$ cat config.mk
export PLATFORM = sky130hd
export DESIGN_NAME = conv_rstl_pos_gen
export DESIGN_NICKNAME = d
export VERILOG_FILES = /design/src/rtl/cnn_pkg.sv /design/src/rtl/conv_rstl_wrap_cnt.sv /design/src/rtl/conv_rstl_pos_gen.sv
export SDC_FILE = /design/constraint.sdc
export NUM_CORES = 1
export LEC_CHECK = 0
export BUFFER_PORTS_ARGS = -buffer_cell sky130_fd_sc_hd__clkbuf_2
export CAP_MARGIN = 10
export CORE_ASPECT_RATIO = 0.7
export CORE_MARGIN = 2
export CORE_UTILIZATION = 30
export CTS_CLUSTER_SIZE = 16
export DETAILED_ROUTE_END_ITERATION = 10
export PLACE_DENSITY = 0.46
export SYNTH_ARGS = -nofsm -noshare
export SYNTH_HDL_FRONTEND = slang
export SYNTH_SLANG_ARGS = --single-unit
$ cat constraint.sdc
create_clock -name clk -period 2.7 [get_ports clk]
set_clock_uncertainty 0.15 [all_clocks]
set_input_delay 0.135 -clock clk [delete_from_list [all_inputs] [get_ports clk]]
set_output_delay 0.135 -clock clk [all_outputs]
set_load 0.01 [all_outputs]
$ cat src/rtl/cnn_pkg.sv
// Shared CNN definitions: position-generator state encoding, width helper, default conv geometry.
package cnn_pkg;

   typedef enum logic [1:0] {
      ST_IDLE = 2'd0,
      ST_RUN  = 2'd1,
      ST_DONE = 2'd2
   } pos_state_t;

   localparam int CONV_OUT_ROWS   = 26;
   localparam int CONV_OUT_COLS   = 26;
   localparam int CONV_RSTL_WORDS = CONV_OUT_ROWS * CONV_OUT_COLS;

   // Index buses never shrink below one bit, even for a single-entry dimension.
   function automatic int clog2_min1(input int n);
      return (n <= 1) ? 1 : $clog2(n);
   endfunction

endpackage

$ cat src/rtl/conv_rstl_wrap_cnt.sv
// Generic 0..MAX-1 counter: advances on inc, wrap flags the advance out of MAX-1, clr zeroes it.
module conv_rstl_wrap_cnt #(
   parameter int MAX = 2,
   parameter int W   = 1
)(
   input  logic         clk,
   input  logic         rst,
   input  logic         clr,
   input  logic         inc,
   output logic [W-1:0] cnt,
   output logic         wrap
);

   localparam logic [W-1:0] LAST = W'(MAX - 1);

   logic [W-1:0] r_cnt;

   assign wrap = inc & (r_cnt == LAST);
   assign cnt  = r_cnt;

   always_ff @(posedge clk or posedge rst) begin
      if (rst) begin
         r_cnt <= '0;
      end else if (clr) begin
         r_cnt <= '0;
      end else if (inc) begin
         r_cnt <= wrap ? '0 : r_cnt + W'(1);
      end
   end

endmodule

$ cat src/rtl/conv_rstl_pos_gen.sv
// Result-memory write-position generator: walks CHANNELS x OUT_ROWS x OUT_COLS, one position per en.
// Optional RSTL_POS_LAST_FLAGS_EN adds registered col_last/row_last/map_last outputs.
module conv_rstl_pos_gen
   import cnn_pkg::*;
#(
   parameter  int OUT_ROWS = CONV_OUT_ROWS,
   parameter  int OUT_COLS = CONV_OUT_COLS,
   parameter  int CHANNELS = 1,
   parameter  int ADDR_W   = 10,
   localparam int RW       = clog2_min1(OUT_ROWS),
   localparam int CW       = clog2_min1(OUT_COLS),
   localparam int HW       = clog2_min1(CHANNELS)
)(
   input  logic              clk,
   input  logic              rst,
   input  logic              start,
   input  logic              clear,
   input  logic              en,
   output logic [ADDR_W-1:0] addr,
   output logic [RW-1:0]     row,
   output logic [CW-1:0]     col,
   output logic [HW-1:0]     ch,
   output logic              valid,
   output logic              busy,
`ifdef RSTL_POS_LAST_FLAGS_EN
   output logic              col_last,
   output logic              row_last,
   output logic              map_last,
`endif
   output logic              done
);

   pos_state_t        r_state;
   logic [ADDR_W-1:0] r_addr;
   logic              r_valid;
   logic              r_busy;
   logic              r_done;

   logic              w_adv;
   logic              w_col_wrap;
   logic              w_row_wrap;
   logic              w_ch_wrap;
   logic [CW-1:0]     w_col;
   logic [RW-1:0]     w_row;
   logic [HW-1:0]     w_ch;

   assign w_adv = (r_state == ST_RUN) & en & ~clear;

   conv_rstl_wrap_cnt #(.MAX(OUT_COLS), .W(CW)) u_col_cnt (
      .clk  (clk),
      .rst  (rst),
      .clr  (clear),
      .inc  (w_adv),
      .cnt  (w_col),
      .wrap (w_col_wrap)
   );

   conv_rstl_wrap_cnt #(.MAX(OUT_ROWS), .W(RW)) u_row_cnt (
      .clk  (clk),
      .rst  (rst),
      .clr  (clear),
      .inc  (w_col_wrap),
      .cnt  (w_row),
      .wrap (w_row_wrap)
   );

   // The channel wrap is exactly the consumption of the final position.
   conv_rstl_wrap_cnt #(.MAX(CHANNELS), .W(HW)) u_ch_cnt (
      .clk  (clk),
      .rst  (rst),
      .clr  (clear),
      .inc  (w_row_wrap),
      .cnt  (w_ch),
      .wrap (w_ch_wrap)
   );

   always_ff @(posedge clk or posedge rst) begin
      if (rst) begin
         r_state <= ST_IDLE;
         r_addr  <= '0;
         r_valid <= 1'b0;
         r_busy  <= 1'b0;
         r_done  <= 1'b0;
      end else if (clear) begin
         r_state <= ST_IDLE;
         r_addr  <= '0;
         r_valid <= 1'b0;
         r_busy  <= 1'b0;
         r_done  <= 1'b0;
      end else begin
         case (r_state)
            ST_IDLE: begin
               r_done <= 1'b0;
               if (start) begin
                  r_state <= ST_RUN;
                  r_valid <= 1'b1;
                  r_busy  <= 1'b1;
               end
            end
            ST_RUN: begin
               if (w_adv) begin
                  if (w_ch_wrap) begin
                     r_state <= ST_DONE;
                     r_addr  <= '0;
                     r_valid <= 1'b0;
                     r_done  <= 1'b1;
                  end else begin
                     r_addr  <= r_addr + ADDR_W'(1);
                  end
               end
            end
            ST_DONE: begin
               r_state <= ST_IDLE;
               r_busy  <= 1'b0;
               r_done  <= 1'b0;
            end
            default: begin
               r_state <= ST_IDLE;
               r_addr  <= '0;
               r_valid <= 1'b0;
               r_busy  <= 1'b0;
               r_done  <= 1'b0;
            end
         endcase
      end
   end

`ifdef RSTL_POS_LAST_FLAGS_EN
   localparam logic [CW-1:0] COL_MAX = CW'(OUT_COLS - 1);
   localparam logic [CW-1:0] COL_PRE = CW'((OUT_COLS > 1) ? OUT_COLS - 2 : 0);
   localparam logic [RW-1:0] ROW_MAX = RW'(OUT_ROWS - 1);
   localparam logic [RW-1:0] ROW_PRE = RW'((OUT_ROWS > 1) ? OUT_ROWS - 2 : 0);

   logic w_valid_nxt;
   logic w_col_last_nxt;
   logic w_row_last_nxt;
   logic r_col_last;
   logic r_row_last;
   logic r_map_last;

   // Flags are registered, so they are derived from where the counters land next cycle.
   assign w_valid_nxt    = ~clear & (((r_state == ST_IDLE) & start) |
                                     ((r_state == ST_RUN) & ~w_ch_wrap));
   assign w_col_last_nxt = w_adv ? ((OUT_COLS == 1) || (w_col == COL_PRE))
                                 : (w_col == COL_MAX);
   assign w_row_last_nxt = w_col_wrap ? ((OUT_ROWS == 1) || (w_row == ROW_PRE))
                                      : (w_row == ROW_MAX);

   always_ff @(posedge clk or posedge rst) begin
      if (rst) begin
         r_col_last <= 1'b0;
         r_row_last <= 1'b0;
         r_map_last <= 1'b0;
      end else begin
         r_col_last <= w_valid_nxt & w_col_last_nxt;
         r_row_last <= w_valid_nxt & w_row_last_nxt;
         r_map_last <= w_valid_nxt & w_col_last_nxt & w_row_last_nxt;
      end
   end

   assign col_last = r_col_last;
   assign row_last = r_row_last;
   assign map_last = r_map_last;
`endif

   assign addr  = r_addr;
   assign row   = w_row;
   assign col   = w_col;
   assign ch    = w_ch;
   assign valid = r_valid;
   assign busy  = r_busy;
   assign done  = r_done;

endmodule

==> impl_metrics.csv, run 1 <==
group,metric,value,unit
outcome,status,"finished clean",
timing,fin_crit,2117,ps
synth,synth_mux_area_share,1.469,%
clock_network,clk_pin_slew,90,ps
timing,period_share,78.40,%
placement,io_buffers,28,
clock_network,clk_latency,270,ps
layout,postLayoutCellArea,0.001624,mm²
worst_setup_path,cp.arrival,2110,ps
floorplanning,dieHeight,60.39,µm
global_route,grt_pass1_vias,963,
timing,worst_hold_slack,110.2,ps
synth,syn_area_per_cell,10.02,µm²
placement,placed_cell_area,0.001549,mm²
timing,rsz0062_at_grt,"no",
floorplanning,core_area,0.004354,mm²
power_and_ir_drop,powerDensity,436.3,mW/mm²
global_route,grt_pass1_wl,4623,µm
layout,antenna_cells,0,
synth,synth_compound_area_share,12.49,%
layout,syn2layout_area_growth,19.19,%
power_and_ir_drop,vdd_drop_max,232.9,µV
timing,finalSetupViolations,0,
timing,fmax,0.4724,GHz
layout,multiInputGateArea,663.1,µm²
layout,final_common_cell,"clkbuf_2",
floorplanning,ios,29,
routing,vias_per_cell,4.895,
routing,drc,0,
layout,fin_nets,176,
hold_path,hold_path_class,"primary input to register",
timing,hold_violations,0,
timing,finalMaxSlewViolations,0,
worst_setup_path,cp-start-kind,"register",
clock_network,cts.sinks,26,
synth,synthesis.nets,146,
layout,mostFrequentLayoutCells,"clkbuf_2 (28), dfrtp_1 (26), nor2_1 (20)",
synth,synthSimpleGateAreaFrac,22.41,%
layout,ff_latch_area,650.6,µm²
power_and_ir_drop,power_leakage,0.7676,nW
synth,synth_warnings,0,
floorplanning,dieArea,0.005106,mm²
timing,timing.final.ws_setup,583.3,ps
clock_network,clockBufferDepth,2,
global_route,grt_max_degree,27,
routing,drt_wl_total,2823,µm
worst_setup_path,critPathRequiredTime,2690,ps
timing,timing.slew.headroom,34.82,%
timing,setup_tns,0,ps
worst_setup_path,critPathCaptureType,"register",
synth,synth_top_family_by_area,"simple AND/OR/NAND/NOR gates",
layout,nFillCells,454,
timing,tightest_slew,976.7,ps
floorplanning,initial_core_util,31.29,%
synth,synthArstFlopShare,100.0,%
synth,yosysSeqAreaShare,47.75,%
worst_setup_path,crit_type,"register to register",
global_route,track_usage,11.72,%
routing,num_vias,1077,
placement,dpl.hpwl,2062,µm
synth,synthXorXnorAreaFrac,7.713,%
placement,pre_cts_slack,578.5,ps
routing,first_iter_violations,73,
floorplanning,die_w,84.55,µm
synth,synthCells,136,
worst_setup_path,reg2reg_depth,6,
synth,yosys.area_share.adder,4.591,%
clock_network,cts.repair.resized,0,
clock_network,cts.htree.levels,1,
synth,syn_area,0.001363,mm²
synth,synth_cell_types,37,
clock_network,cts_buffers,3,
clock_network,root_buffer,"clkbuf_8",
routing,ant_nets,0,
floorplanning,rows,20,
clock_network,cts_tree,"yes",
layout,drive_above_1_share,22.42,%
routing,first_pass_iters,4,
synth,synth-seq-cells,26,
placement,gp_congestion,0.7612,
routing,wl_per_cell,12.83,µm
hold_path,whs_path_depth,3,
worst_setup_path,crit_fanout,9,
global_route,grt_overflow,0,
synth,synth_ff_type,"dfrtp_1",
global_route,antenna_found_initial,0,
synth,synth_enable_flop_cells,0,
run,cap_violations,0,
## timing repair
| action | CTS | global route |
|---|---|---|
| hold endpoints to repair | 27 | 0 |
| setup buffers | 0 | 0 |
| hold buffers | 2 | 0 |
## power breakdown
group	switching, W	internal, W	leakage, nW
Sequential	0.00000798	0.000396	0.358
Clock	0.000116	0.000130	0.0288
Combinational	0.0000379	0.0000198	0.381
## Yosys cell counts (2+ instances only)
master     count  area (µm²)
dfrtp_1       26       650.6
nor2_1        20       75.07
xor2_1        11       96.34
a21oi_1        8       40.04
inv_1          7       26.28
nand2_1        7       26.28
ha_1           5       62.56
o2111ai_1      5       43.79
o21ai_0        5       25.02
or3_1          4       25.02
and3_1         3       18.77
buf_2          3       15.01
o211ai_1       3       22.52
mux2i_1        2       20.02
nand2b_1       2       12.51
nand3_1        2       10.01
nand4_1        2       12.51
nand4b_1       2       17.52
## kinds of logic (layout without fill, tap and decap cells)
family,Yosys count,in the layout
xor gates and xnor gates,12,12
adders and majority gates,5,5
buffers and inverters,12,41
DFF,26,26
AOI/OAI and AO/OA,26,26
and+or+nand+nor,53,53
muxes,2,2
## metrics by stage
step                total power [W]  util, %  std cells
floorplan                 0.0004495        -        136
global placement          0.0004686    35.57        214
detailed placement        0.0004693    35.57        214
CTS                       0.0007226    37.30        220
global route              0.0007454    37.30        220
finish                    0.0007086    37.30        220
## layout make-up
type                       count  area share, %
sequential                    26          40.06
multi-input combinational     98          40.83
clock buffer                   4          3.390
inverter                       7          1.618
timing repair buffer          30          9.861
tap                           55          4.237
## state kept, by name (all words and copies together) (netlist names)
name,count
addr,10
busy,1
done,1
r_state,2
u_ch_cnt.cnt,1
u_col_cnt.cnt,5
u_row_cnt.cnt,5
valid,1
## path summary, 6_finish.rpt
| kind | start | endpoint | slack, ps |
|---|---|---|---|
| worst max-delay path | u_row_cnt.cnt[1]$_DFFE_PP0P_ | addr[5]$_DFFE_PP0P_ | 580 |
| worst min-delay path | en | u_row_cnt.cnt[4]$_DFFE_PP0P_ | 110 |
| worst max register to register | u_row_cnt.cnt[1]$_DFFE_PP0P_ | addr[5]$_DFFE_PP0P_ | 580 |
| worst min register to register | done$_DFFE_PP0P_ | done$_DFFE_PP0P_ | 370 |
| max in group asynchronous | rst | r_state[1]$_DFFE_PP0P_ | 1340 |
| min in group asynchronous | rst | valid$_DFFE_PP0P_ | 470 |
## critical path, cell delays in order, from the launching register on
cell	delay (ps)
dfrtp_1	430
inv_1	70
ha_1	150
and4b_1	310
nand4b_1	290
a21oi_2	470
nor2_1	110
## metal layers
metal | global-route usage, % | wire, µm
met5 | 0 | 0
met4 | 3.401 | 29
met3 | 4.626 | 151
met2 | 17.44 | 1212
met1 | 16.06 | 1429
Note: power is estimated with default switching activity, not from simulation.
==> run 2, diff against run 1 <==
==> constraint.sdc (replaced) <==
create_clock -name clk -period 2.15 [get_ports clk]
set_clock_uncertainty 0.15 [all_clocks]
set_input_delay 0.1075 -clock clk [delete_from_list [all_inputs] [get_ports clk]]
set_output_delay 0.1075 -clock clk [all_outputs]
set_load 0.01 [all_outputs]
==> impl_metrics.csv, run 2 (synthesis results as in run 1) <==
group,metric,value,unit
worst_setup_path,crit_fanout,9,
routing,vias_per_cell,4.825,
clock_network,cts_buffers,3,
global_route,antenna_found_initial,0,
routing,ant_nets,0,
layout,ff_latch_area,650.6,µm²
power_and_ir_drop,powerDensity,545.0,mW/mm²
timing,hold_violations,0,
floorplanning,initial_core_util,31.29,%
worst_setup_path,crit_type,"register to register",
routing,drc,0,
worst_setup_path,critPathCaptureType,"register",
global_route,grt_pass1_wl,4981,µm
clock_network,cts.htree.levels,1,
layout,mostFrequentLayoutCells,"clkbuf_2 (28), dfrtp_1 (26), nor2_1 (20)",
timing,finalSetupViolations,0,
hold_path,whs_path_depth,4,
layout,multiInputGateArea,663.1,µm²
timing,period_share,89.72,%
layout,drive_above_1_share,23.81,%
routing,first_pass_iters,4,
timing,setup_tns,0,ps
layout,largest_register_ffs,10,
worst_setup_path,cp-start-kind,"register",
floorplanning,core_area,0.004354,mm²
placement,io_buffers,28,
placement,gp_congestion,0.7299,
global_route,grt_overflow,0,
clock_network,root_buffer,"clkbuf_8",
clock_network,postCtsSetupBuffers,0,
global_route,grt_pass1_vias,1048,
timing,timing.slew.headroom,70.97,%
run,cap_violations,0,
layout,antenna_cells,0,
routing,drt_wl_total,3049,µm
outcome,status,"finished clean",
power_and_ir_drop,power_leakage,0.7814,nW
global_route,grt_max_degree,27,
worst_setup_path,critPathRequiredTime,2140,ps
clock_network,cts.repair.resized,0,
timing,worst_hold_slack,60.95,ps
layout,nFillCells,461,
layout,syn2layout_area_growth,20.84,%
timing,tightest_slew,435.4,ps
routing,first_iter_violations,56,
timing,fin_crit,1929,ps
worst_setup_path,reg2reg_depth,6,
clock_network,clk_latency,270,ps
worst_setup_path,cp.arrival,1920,ps
hold_path,hold_path_class,"primary input to register",
timing,rsz0062_at_grt,"no",
timing,finalMaxSlewViolations,0,
layout,fin_nets,179,
global_route,track_usage,12.64,%
floorplanning,die_w,84.55,µm
floorplanning,dieHeight,60.39,µm
power_and_ir_drop,vdd_drop_max,309.0,µV
routing,wl_per_cell,13.67,µm
layout,final_common_cell,"clkbuf_2",
clock_network,cts_tree,"yes",
clock_network,cts.sinks,26,
floorplanning,rows,20,
clock_network,clk_pin_slew,90,ps
routing,num_vias,1076,
clock_network,clockBufferDepth,2,
timing,fmax,0.5184,GHz
placement,dpl.hpwl,2236,µm
clock_network,ctsHoldBuffers,2,
floorplanning,dieArea,0.005106,mm²
worst_setup_path,r2r_slack,220,ps
floorplanning,ios,29,
run 2: cell count changes in the layout (fill, tap and decap cells not counted):
| cell | before | now |
|---|---|---|
| buf_4 | 0 | 3 |
run 2: layout make-up:
class                           instances  share of cell area (%)
Multi-Input combinational cell         98                   40.27
Sequential cell                        26                   39.51
Timing Repair Buffer                   33                   11.09
Tap cell                               55                   4.179
Clock buffer                            4                   3.343
Inverter                                7                   1.596
run 2: critical path: stages (launching register included):
cell      delay (ps)
dfrtp_1          430
inv_1             80
ha_1             150
and4b_1          300
nand4b_1         180
a21oi_2          420
nor2_1           100
run 2: worst paths after layout:
path                                              startpoint                      endpoint
worst max-delay path            u_row_cnt.cnt[1]$_DFFE_PP0P_           addr[4]$_DFFE_PP0P_
worst min-delay path                                   clear           addr[1]$_DFFE_PP0P_
worst max register to register  u_row_cnt.cnt[1]$_DFFE_PP0P_           addr[4]$_DFFE_PP0P_
worst min register to register              done$_DFFE_PP0P_              done$_DFFE_PP0P_
max in group asynchronous                                rst  u_col_cnt.cnt[2]$_DFFE_PP0P_
min in group asynchronous                                rst              done$_DFFE_PP0P_
run 2: report_power, final:
| part | internal [W] | total (W) | switching, W |
|---|---|---|---|
| sequential | 0.000498 | 0.000509 | 0.0000113 |
| combinational | 0.0000274 | 0.0000761 | 0.0000486 |
| clock | 0.000164 | 0.000313 | 0.000149 |
| total | 0.000689 | 0.000897 | 0.000209 |
run 2: metrics by stage:
| stage | cells | area (µm²) | setup WS [ps] | total power [W] | util (%) |
|---|---|---|---|---|---|
| 6_report | 223 | 1647 | 221.0 | 0.0008975 | 37.82 |
| 5_1_grt | 223 | 1647 | 50.42 | 0.0009470 | 37.82 |
| 4_1_cts | 223 | 1647 | 199.3 | 0.0009155 | 37.82 |
| 3_5_place_dp | 217 | 1572 | 219.5 | 0.0005930 | 36.09 |
| 3_3_place_gp | 217 | 1572 | 298.3 | 0.0005919 | 36.09 |
| 2_1_floorplan | 136 | 1363 | 338.9 | 0.0005645 | - |
run 2: metal layers:
metal / global-route usage (%) / wire length, µm
met1: 17.37 / 1540
met2: 20.02 / 1340
met3: 3.946 / 153
met4: 2.721 / 15
met5: 0 / 0
==> run 3, diff against run 2 <==
--- a/config.mk
+++ b/config.mk
@@ -9,10 +9,11 @@
 export CAP_MARGIN = 10
 export CORE_ASPECT_RATIO = 0.7
 export CORE_MARGIN = 2
-export CORE_UTILIZATION = 30
+export CORE_UTILIZATION = 53
 export CTS_CLUSTER_SIZE = 16
 export DETAILED_ROUTE_END_ITERATION = 10
-export PLACE_DENSITY = 0.46
+export PLACE_DENSITY = 0.75
+export SETUP_SLACK_MARGIN = 0.3
 export SYNTH_ARGS = -nofsm -noshare
 export SYNTH_HDL_FRONTEND = slang
 export SYNTH_SLANG_ARGS = --single-unit
==> impl_metrics.csv, run 3 (synthesis results as in run 1) <==
group,metric,value,unit
layout,nFillCells,208,
floorplanning,ios,29,
power_and_ir_drop,vdd_drop_max,558.7,µV
timing,tightest_slew,345.7,ps
power_and_ir_drop,p_seq_share,56.3,%
layout,fin_nets,183,
global_route,grt_max_degree,27,
timing,fin_crit,1801,ps
layout,antenna_cells,0,
hold_path,worstHoldStart,"clear",
outcome,status,"finished clean",
timing,setup_tns,0,ps
clock_network,cts.sinks,26,
placement,io_buffers,28,
worst_setup_path,crit_type,"register to register",
routing,drt_wl_total,2949,µm
worst_setup_path,reg2reg_depth,6,
worst_setup_path,critPathCaptureType,"register",
global_route,grt_overflow,0,
global_route,grt_pass1_vias,1070,
floorplanning,dieArea,0.002999,mm²
routing,drc,0,
clock_network,clk_pin_slew,90,ps
run,cap_violations,0,
clock_network,clockBufferDepth,2,
layout,final_util,67.74,%
global_route,track_usage,22.50,%
timing,hold_violations,0,
layout,multiInputGateArea,675.6,µm²
timing,worst_hold_slack,67.51,ps
placement,gp_congestion,0.7809,
floorplanning,initial_core_util,55.42,%
layout,mostFrequentLayoutCells,"clkbuf_2 (28), dfrtp_1 (24), nor2_1 (20)",
timing,period_share,83.77,%
timing,rsz0062_at_grt,"yes",
layout,largest_register_ffs,10,
timing,finalMaxSlewViolations,0,
worst_setup_path,cp-startpoint,"u_row_cnt.cnt[1]$_DFFE_PP0P_",
routing,first_pass_iters,4,
layout,syn2layout_area_growth,22.22,%
worst_setup_path,path_cells,"inv_1 > ha_1 > and4b_2 > nand4b_1 > a21oi_4 > nor2_1",
placement,dpl.hpwl,2048,µm
power_and_ir_drop,p_sw,0.0002094,W
routing,ant_nets,0,
worst_setup_path,reg2reg_from,"u_row_cnt.cnt[1]$_DFFE_PP0P_",
worst_setup_path,slowest_delay,420,ps
clock_network,cts.htree.levels,1,
routing,vias_per_cell,5.388,
floorplanning,core_area,0.002459,mm²
clock_network,clk_latency,270,ps
floorplanning,die_w,64.60,µm
hold_path,whs_path_depth,4,
power_and_ir_drop,p_comb_share,9.0,%
power_and_ir_drop,internal_power,0.0006907,W
routing,first_iter_violations,43,
power_and_ir_drop,power_leakage,0.8008,nW
floorplanning,dieHeight,46.42,µm
worst_setup_path,cp-start-kind,"register",
clock_network,root_buffer,"clkbuf_8",
hold_path,hold_path_class,"primary input to register",
worst_setup_path,cp_slowest_cell,"dfrtp_1",
placement,pre_cts_slack,252.7,ps
power_and_ir_drop,clock_power_share,34.7,%
routing,wl_per_cell,14.32,µm
timing,timing.slew.headroom,76.96,%
layout,drive_above_1_share,27.91,%
routing,num_vias,1110,
floorplanning,rows,15,
timing,timing.final.ws_setup,348.9,ps
global_route,antenna_found_initial,0,
timing,fmax,0.5552,GHz
clock_network,cts_buffers,3,
worst_setup_path,crit_fanout,9,
layout,final_common_cell,"clkbuf_2",
worst_setup_path,critPathRequiredTime,2150,ps
power_and_ir_drop,powerDensity,540.5,mW/mm²
timing,finalSetupViolations,0,
worst_setup_path,cp.arrival,1800,ps
clock_network,cts_tree,"yes",
global_route,grt_pass1_wl,4919,µm
power_and_ir_drop,sw_frac_of_total,23.27,%
layout,ff_latch_area,653.1,µm²
-- run 3: cell types whose count changed in the layout (fill, tap and decap cells not counted) --
cell,change
and4b_2,+1
dfrtp_2,+2
and4b_1,-1
dfrtp_1,-2
o21ai_0,-1
buf_4,+4
a21oi_1,-1
o21ai_1,+1
a21oi_4,+1
-- run 3: path summary, 6_finish.rpt --
kind | endpoint | slack, ps
setup / recovery | addr[5]$_DFFE_PP0P_ | 350
hold / removal | addr[0]$_DFFE_PP0P_ | 70
setup reg to reg | addr[5]$_DFFE_PP0P_ | 350
hold reg to reg | done$_DFFE_PP0P_ | 380
max in group asynchronous | u_col_cnt.cnt[0]$_DFFE_PP0P_ | 1320
min in group asynchronous | addr[8]$_DFFE_PP0P_ | 260
-- run 3: area by class of cell --
class | count | area share (%)
clock buffer | 4 | 3.306
multi-input combinational | 98 | 40.57
inverter | 7 | 1.578
timing repair buffer | 37 | 12.77
sequential | 26 | 39.22
tap | 34 | 2.554
-- run 3: power groups by stage --
stage	logic (W)	registers, W	clock network [W]
final	0.0000806	0.000507	0.000312
after global routing	0.0000913	0.000509	0.000332
after CTS	0.0000803	0.000507	0.000319
after detailed placement	0.0000742	0.000517	0
after global placement	0.0000716	0.000517	0
after floorplan	0.0000453	0.000519	0
-- run 3: worst max-delay path: cells and delay by family (launching register included) --
kind                     cells  cell delay [ps]
AND/OR/NAND/NOR              3              580
AO/OA/AOI/OAI                1              310
flip-flops                   1              420
adder cells (fa/ha/maj)      1              150
buffers and inverters        1               70
-- run 3: metrics by stage --
stage,instance area [µm²],cells,total power (W)
final,1665,206,0.0009001
after floorplan,1363,136,0.0005645
after global placement,1545,196,0.0005884
after detailed placement,1545,196,0.0005907
after CTS,1643,204,0.0009056
after global routing,1665,206,0.0009321
-- run 3: timing repair --
| action | in CTS | in global routing |
|---|---|---|
| buffers inserted | 2 | 2 |
| hold buffers | 2 | 0 |
| gates resized for setup | 1 | 5 |
| hold endpoints to repair | 27 | 0 |
| pin swaps | 0 | 1 |
| setup endpoints to repair | 10 | 14 |
-- run 3: routing by layer --
| layer | global-route usage [%] | part of all wire [%] |
|---|---|---|
| met1 | 29.44 | 46 |
| met4 | 3.830 | 0.75 |
| met3 | 5.868 | 3.9 |
| met2 | 39.17 | 49 |
| met5 | 0 | 0 |
